[src/rtl/tt_tern_pkg.sv]
// Shared definitions for the weight readback block: size defaults, plane encoding, FSM states.
// No logic, so no latency.
// No flow control; the types here are used by the streaming logic that has it.
package tt_tern_pkg;

    localparam int MAX_IN_LEN_DEF  = 16;
    localparam int MAX_OUT_LEN_DEF = 8;
    localparam int BYTES_PER_PLANE = MAX_IN_LEN_DEF / 8;

    typedef enum logic {
        PLANE_MSB = 1'b0,
        PLANE_LSB = 1'b1
    } plane_t;

    typedef enum logic [1:0] {
        ST_IDLE = 2'd0,
        ST_SEND = 2'd1,
        ST_DONE = 2'd2
    } state_t;

    // Counter width that stays at least one bit for degenerate sizes.
    function automatic int cnt_w(input int n);
        return (n > 1) ? $clog2(n) : 1;
    endfunction

endpackage

[src/rtl/tt_um_unload_mux.sv]
// Selects one byte (8 consecutive inputs) of a row/plane from the packed weight array.
// Purely combinational, zero latency.
// No flow control; the caller holds row/plane/byte steady while a beat is stalled.
module tt_um_unload_mux
    import tt_tern_pkg::*;
#(
    parameter int MAX_IN_LEN  = MAX_IN_LEN_DEF,
    parameter int MAX_OUT_LEN = MAX_OUT_LEN_DEF
) (
    input  logic [2*MAX_IN_LEN*MAX_OUT_LEN-1:0] weights,
    input  logic [cnt_w(MAX_OUT_LEN)-1:0]       row,
    input  plane_t                              plane,
    input  logic [cnt_w(MAX_IN_LEN/8)-1:0]      byte_idx,
    output logic [7:0]                          byte_dat
);

    localparam int WW = 2 * MAX_IN_LEN * MAX_OUT_LEN;
    localparam int IW = cnt_w(WW);

    // Input i of row r, plane p lives at i*2*MAX_OUT_LEN + r*2 + p.
    always_comb begin
        byte_dat = '0;
        for (int k = 0; k < 8; k++) begin
            byte_dat[k] = weights[IW'((int'(byte_idx) * 8 + k) * 2 * MAX_OUT_LEN
                                      + int'(row) * 2 + int'(plane))];
        end
    end

endmodule

[src/rtl/tt_um_unload.sv]
// Streams the 2-plane weight array out as bytes, row-major, MSB plane first. UNLOAD_SNAPSHOT_EN freezes weights at start.
// First beat valid one cycle after the start edge; one beat per accepted cycle; done pulses one cycle after the last beat.
// Beat held (data and counters) until ui_ready; ena low freezes everything.
module tt_um_unload
    import tt_tern_pkg::*;
#(
    parameter int MAX_IN_LEN  = MAX_IN_LEN_DEF,
    parameter int MAX_OUT_LEN = MAX_OUT_LEN_DEF
) (
    input  logic                                clk,
    input  logic                                rst_n,
    input  logic                                ena,
    input  logic                                ui_start,
    input  logic                                ui_ready,
    input  logic [6:0]                          ui_param,
    input  logic [2*MAX_IN_LEN*MAX_OUT_LEN-1:0] ui_weights,
    output logic [7:0]                          uo_data,
    output logic                                uo_valid,
    output logic                                uo_busy,
    output logic                                uo_done
);

    localparam int BPP = MAX_IN_LEN / 8;
    localparam int RW  = cnt_w(MAX_OUT_LEN);
    localparam int BW  = cnt_w(BPP);
    localparam int WW  = 2 * MAX_IN_LEN * MAX_OUT_LEN;

    state_t          state;
    state_t          state_nxt;
    logic [RW-1:0]   row_cnt;
    logic [RW-1:0]   last_row;
    logic [RW-1:0]   sat_row;
    plane_t          plane_cnt;
    logic [BW-1:0]   byte_cnt;
    logic            start_evt;
    logic            accept;
    logic            byte_end;
    logic            plane_end;
    logic            final_beat;
    logic [WW-1:0]   src_w;
    logic [7:0]      mux_dat;
    logic            unused_param;

    assign unused_param = &{1'b0, ui_param[6:3]};

    assign start_evt  = ena && (state == ST_IDLE) && ui_start;
    assign accept     = ena && (state == ST_SEND) && ui_ready;
    assign byte_end   = (byte_cnt == BW'(BPP - 1));
    assign plane_end  = byte_end && (plane_cnt == PLANE_LSB);
    assign final_beat = plane_end && (row_cnt == last_row);

    // Requested rows beyond the array clamp to the last physical row.
    always_comb begin
        if (int'(ui_param[2:0]) >= MAX_OUT_LEN) begin
            sat_row = RW'(MAX_OUT_LEN - 1);
        end else begin
            sat_row = RW'(ui_param[2:0]);
        end
    end

    always_ff @(posedge clk or negedge rst_n) begin
        if (!rst_n) begin
            state <= ST_IDLE;
        end else if (ena) begin
            state <= state_nxt;
        end
    end

    always_comb begin
        state_nxt = state;
        unique case (state)
            ST_IDLE: if (ui_start) state_nxt = ST_SEND;
            ST_SEND: if (ui_ready && final_beat) state_nxt = ST_DONE;
            ST_DONE: state_nxt = ST_IDLE;
            default: state_nxt = ST_IDLE;
        endcase
    end

    // The final beat leaves the counters parked; the next start clears them.
    always_ff @(posedge clk or negedge rst_n) begin
        if (!rst_n) begin
            row_cnt   <= '0;
            last_row  <= '0;
            plane_cnt <= PLANE_MSB;
            byte_cnt  <= '0;
        end else if (start_evt) begin
            row_cnt   <= '0;
            last_row  <= sat_row;
            plane_cnt <= PLANE_MSB;
            byte_cnt  <= '0;
        end else if (accept && !final_beat) begin
            if (!byte_end) begin
                byte_cnt <= byte_cnt + BW'(1);
            end else begin
                byte_cnt <= '0;
                if (plane_cnt == PLANE_MSB) begin
                    plane_cnt <= PLANE_LSB;
                end else begin
                    plane_cnt <= PLANE_MSB;
                    row_cnt   <= row_cnt + RW'(1);
                end
            end
        end
    end

`ifdef UNLOAD_SNAPSHOT_EN
    logic [WW-1:0] snap_w;

    always_ff @(posedge clk or negedge rst_n) begin
        if (!rst_n) begin
            snap_w <= '0;
        end else if (start_evt) begin
            snap_w <= ui_weights;
        end
    end

    assign src_w = snap_w;
`else
    assign src_w = ui_weights;
`endif

    tt_um_unload_mux #(
        .MAX_IN_LEN  (MAX_IN_LEN),
        .MAX_OUT_LEN (MAX_OUT_LEN)
    ) u_mux (
        .weights  (src_w),
        .row      (row_cnt),
        .plane    (plane_cnt),
        .byte_idx (byte_cnt),
        .byte_dat (mux_dat)
    );

    assign uo_valid = (state == ST_SEND);
    assign uo_busy  = (state == ST_SEND) || (state == ST_DONE);
    assign uo_done  = (state == ST_DONE);
    assign uo_data  = uo_valid ? mux_dat : 8'h00;

endmodule

[config.mk]
export PLATFORM = sky130hd
export DESIGN_NAME = tt_um_unload
export DESIGN_NICKNAME = d
export VERILOG_FILES = /design/src/rtl/tt_tern_pkg.sv /design/src/rtl/tt_um_unload_mux.sv /design/src/rtl/tt_um_unload.sv
export SDC_FILE = /design/constraint.sdc
export NUM_CORES = 1
export LEC_CHECK = 0
export BUFFER_PORTS_ARGS = -buffer_cell sky130_fd_sc_hd__buf_4
export CAP_MARGIN = 0
export CORE_AREA = 2 2 108 110
export CTS_CLUSTER_SIZE = 14
export DETAILED_ROUTE_END_ITERATION = 10
export DIE_AREA = 0 0 110 112
export PLACE_DENSITY_LB_ADDON = 0.2
export SETUP_SLACK_MARGIN = 0.4
export SLEW_MARGIN = 20
export SYNTH_ARGS = -nofsm -noshare
export SYNTH_HDL_FRONTEND = slang
export SYNTH_SLANG_ARGS = --single-unit
[constraint.sdc]
create_clock -name clk -period 3.55 [get_ports clk]
set_clock_uncertainty 0.15 [all_clocks]
set_input_delay 0.8875 -clock clk [delete_from_list [all_inputs] [get_ports clk]]
set_output_delay 0.8875 -clock clk [all_outputs]
set_load 0.02 [all_outputs]
# Yosys cells after proc, flatten, opt, wreduce, memory -nomap -nowiden
# Index checks and enable logic that the tools add are counted.
[totals]
regBits = 10
latch_bits = 0
ramBits = 0
romBits = 0
inputBits = 268
output_inout_bits = 11
wordCells = 99
n_memories = 0
[op_classes]
addsub = 25
mul = 0
div_mod_pow = 0
magnitude_cmp = 8
n_eq_ne = 5
shift = 0
muxes = 39
bitwise = 0
reduce_logical = 17
[op_table]
columns = ["operator", "n"]
rows = [
  ["$lt 8x10->1 const B", 8],
  ["$add 8x2->8", 8],
  ["$bmux 1 s8", 8],
  ["$add 8x5->8", 7],
  ["$mux 1", 23],
  ["$add 4x3->4 const B", 4],
  ["$mux 3", 4],
  ["$add 4x2->4 const B", 2],
  ["$add 8x4->8", 1],
  ["$logic_and 1x1->1", 8],
  ["$mux 8", 1],
  ["$reduce_and 3->1", 2],
  ["$reduce_bool 2->1", 3],
  ["$add 4x1->4 const B", 1],
  ["$mux 2", 2],
  ["$pmux 2 s2", 1],
  ["$add 3x1->3 const B", 1],
  ["$eq 3x3->1", 1],
  ["$eq 2x1->1 const B", 1],
  ["$eq 2x2->1 const B", 1],
  ["$logic_not 2->1", 1],
  ["$ne 2x1->1 const B", 1],
  ["$ne 2x2->1 const B", 1],
  ["$reduce_and 2->1", 1],
  ["other kinds (3)", 3],
]

# Longest topological paths before layout
[logic_depth]
ltp_word = 7
mapped_depth = 7
ltp_nobuf = 6

# Modules after synthesis
# A second synthesis with hierarchy kept.
[unflattened]
hier_cells = 187
hier_area_um2 = 2707.6
[by_module_without_submodules]
columns = ["mod", "n_inst", "cells_per_inst", "area_per_inst_um2", "seq_area_each_um2"]
rows = [
  ["tt_um_unload_mux", 1, 107, 1994.4, 0.0],
  ["tt_um_unload", 1, 80, 713.2, 250.2],
]

# Least setup slack after synthesis
# No wires, ideal clock.
[synth_path]
kind = "in2out"
from = "input ui_weights[231]"
to = "output uo_data[6]"
arrival_ps = 1900
required_time_ps = 2513
slack_ps = 613
path_stages = 5
cell_sequence = "mux4_2 > mux2i_1 > nor2_1 > a221oi_1 > a21oi_1"
[synth_between]
elab_chain_len = 4
[synth_lines]
columns = ["element", "line_no", "text"]
rows = [
  ["start: declaration", "tt_um_unload.sv:16", "input logic [2*MAX_IN_LEN*MAX_OUT_LEN-1:0] ui_weights,"],
  ["$bmux 1 s8", "tt_um_unload_mux.sv:24", "byte_dat[k] = weights[IW'((int'(byte_idx) * 8 + k) * 2 * MAX_OUT_LEN"],
  ["$mux 1 (not written as such) (2 in series)", "tt_um_unload_mux.sv:24", ""],
  ["$mux 8", "tt_um_unload.sv:136", "assign uo_data = uo_valid ? mux_dat : 8'h00;"],
  ["end: declaration", "tt_um_unload.sv:17", "output logic [7:0] uo_data,"],
]
# No other way between the ends. The select of a mux whose other input is x is not followed.

# Worst setup path in the final report
[layout_path]
from = "input ui_weights[130]"
to = "output uo_data[0]"
# Same word-level chain as after synthesis.

==> results.md <==
- The placed wire-length estimate is 10,200 um.
- In the final routed layout, each cell accounts on average for 20.0 um.
- STA classifies the critical path endpoint as an output pin.
- The total I/O pin count is 279.
- The type of the worst min-delay path is primary input to async pin.
- The completed layout was analyzed and its total power is 2.32 mW.
- Setup repair after global routing could not meet its margin everywhere.
- Port buffering added 274 buffers.
- Across all hold checks on the routed design, the worst slack comes to 321 ps.
- In this run the worst path has a maximum fanout of 1.
- Hold repair after CTS inserted 0 buffers.
- The core outline area is 11,200 sq um.
- The placed instances occupy a cell area of 4880 sq um.
- The maximum clock path buffer count is 2.
- The slew at the pin with the worst max-slew slack is 631 ps.
- The starting density of the core is 23.7%.
- The cell at the root of the clock tree is clkbuf_16.
- For this design the static power due to leakage is 2.36 nW.
- The total of flip-flops plus latches after synthesis is 10.
- The final routed wirelength across all metal layers is 12,500 um.
- The congestion estimate from routability-driven global placement came to 0.781.
- Synthesis produced a netlist with a net count of 472.
- The run finished with clean final reports.
- The number of nets in the layout is 756.
- The via count of the first global-routing pass came to 3,516.
- The layout overhead on the synthesized area is 105%.
- The total overflow left after global routing is 0.
- The max-capacitance violation count is 0.
- The count of flip-flops with a built-in enable after synthesis is 0.
- The via density per instance is 5.04.
- In this design, the critical path's most frequently occurring cell is buf_4.
- After routing the design area is 5420 sq um.
- The maximum single-stage delay on the critical path is 430 ps.
- The data arrival at the endpoint of the critical path is 2290 ps.
- The maximum operating frequency is 300 MHz.
- The floorplan step defined a die boundary enclosing 12,300 sq um.
- Clock-pin slew was measured on the worst setup and hold paths at 40 ps.
- Traced cell by cell, the critical path runs through buf_4, mux4_2, mux2i_1, nor2_1, a221oi_2, buf_4, a21oi_2, buf_6.
- The share of layout cells above drive strength 1 is 86.1%.
- In the finished design, the share of the clock period the worst path needs comes to 93.9%.
- The worst voltage drop across the vdd grid is 0.352 mV.
- CTS saw 10 sinks.
- The clock tree from TritonCTS is built.
- The top cell types in the final layout, fill and taps aside, are buf_4 (278), mux4_2 (64), mux2_2 (19), nor2_1 (9), buf_6 (9).
- Synthesis produced a netlist whose cell count is 198.
- The number of rows in the core area is 39.
- The number of buffers inserted during clock tree synthesis is 3.
- The register area share after synthesis is 9.47%.
- Measured along the x axis, the die boundary spans 110 um.
- Dividing the synthesized area by the synthesized cell count gives 13.4 sq um.
- The final max-slew violation count is 0.
- The critical setup path kind is primary input to output pin.
- Leaving out fill and tap cells, the most frequent cell in the layout is buf_4.
- The warning count from the yosys run is 0.
- In this run the power density over the cells is 428 nW/um^2.
- The number of antenna violations at the first check in global routing was 0.
- The number of different library cells used by synthesis comes to 33.
- The overall routing resource usage is 19.7%.
- At the later pin of the worst-skew pair, clock insertion delay measures 240 ps.
- Setup violations remaining at the end of the flow were counted as 0.
- For the finished layout, the period the worst path requires is 3330 ps.
- The most used flip-flop cell after synthesis is dfrtp_1.
- 0 antenna diodes ended up in the layout.
- In this run, the number of DRC markers left after iteration 0 of detailed routing was 131.
- The hold violation total from the final report is 0.
- CTS built an H-tree with a depth of 1.
- The total iterations of the first detailed-routing run is 4.
- The kind of start point of the critical path is a primary input.
- The aggregate negative setup slack is 0 ps.
- STA puts the critical path data required time at 2510 ps.
- In this run the cell area of the synthesized design comes to 2640 sq um.
- The slowest stage of the critical path is the mux4_2 cell.
- The post-detailed-route DRC marker count is 0.
- The category of cells accounting for the largest share of critical-path delay is multiplexers.
- Entering global routing, the biggest net connects 28 pins.
- After synthesis, the share of flip-flops with an asynchronous set or reset is 100%.
- The total via count after detailed routing is 3,147.
- The worst slew margin relative to its limit is 58.0%.
- The floorplan step set the die height to 112 um.
- The post-detailed-route count of antenna-violating nets is 0.
- The number of buffers and inverters on the critical path is 3.
- The first global-routing pass estimated 18,500 um of wire.
## per-stage QoR
| stage | setup WS (ps) | instances | utilization [%] |
|---|---|---|---|
| global placement | 88.7 | 603 | 43.6 |
| finish | 218 | 624 | 48.5 |
| CTS | 212 | 623 | 47.8 |
| global route | 157 | 624 | 48.5 |
| floorplan | 613 | 198 | - |
| detailed placement | 78.7 | 603 | 43.6 |
## synth_stat cells (2+ instances only)
library cell  instances  area [sq um]
nor2_1                9          33.8
o21ai_0               2          10.0
nand2_1               5          18.8
clkbuf_1              6          22.5
buf_2                 8          40.0
mux2_2               25           282
mux4_2               64          1440
buf_1                 4          15.0
a21oi_1               6          30.0
xor2_1                3          26.3
xnor2_1               3          26.3
inv_1                 4          15.0
nor2b_1               2          12.5
a22oi_1               4          30.0
a221oi_1              4          35.0
ha_1                  6          75.1
mux2i_1               5          50.1
dfrtp_1              10           250
o221ai_1              8          70.1
a31oi_1               4          25.0
buf_6                 4          45.0
## metal layers
layer / global-route usage, % / share of wire, % / vias to the layer above
met3: 2.87 / 6.7 / 18
met5: 0 / 0 / -
met2: 37.3 / 55 / 144
met4: 4.05 / 1.4 / 0
li1: - / - / 1434
met1: 22.9 / 36 / 1551
## sequential cells by signal (all words and copies together), names as in the netlist
register   cells
state          2
last_row       3
byte_cnt       1
row_cnt        3
plane_cnt      1
## logic make-up (layout without fill, tap and decap cells)
group	after synthesis	count (layout)	share of synthesized area, %
mux	94	94	67.1
compound gates	28	28	7.57
simple gates	27	27	5.59
buf+inv	27	310	5.49
flops	10	10	9.47
fa+ha+maj	6	6	2.84
xor+xnor	6	6	1.99
## cell type report
cell class	count	area, sq um
Inverter	4	15.0
Tap cell	143	179
Clock buffer	4	78.8
Sequential cell	10	262
Multi-Input combinational cell	161	2360
Timing Repair Buffer	302	2530
Fill cell	1048	5750
## power by group
part / total, mW / switching [mW] / internal (mW) / leakage [nW]
clock: 0.202 / 0.0518 / 0.150 / 0.0382
sequential: 0.214 / 0.0563 / 0.158 / 0.123
combinational: 1.91 / 0.724 / 1.18 / 2.19
## what timing repair did
action | in CTS | in global routing
gates cloned | 4 | 0
setup buffers | 12 | 1
resized for setup | 24 | 17
setup endpoints to repair | 8 | 8
pin swaps | 5 | 3
## path summary, 6_finish.rpt
| path | to | cells after the start | slack [ps] | from |
|---|---|---|---|---|
| worst min register to register | last_row[2] | 1 | 370 | last_row[2] |
| worst max register to register | state[1] | 6 | 1120 | row_cnt[0] |
| max in group asynchronous | row_cnt[1] | 1 | 2770 | rst_n |
| min in group clk | last_row[2] | 1 | 370 | last_row[2] |
| worst max-delay path | uo_data[0] | 8 | 220 | ui_weights[130] |
| worst min-delay path | last_row[2] | 1 | 320 | rst_n |
(Power assumes the default switching activity.)
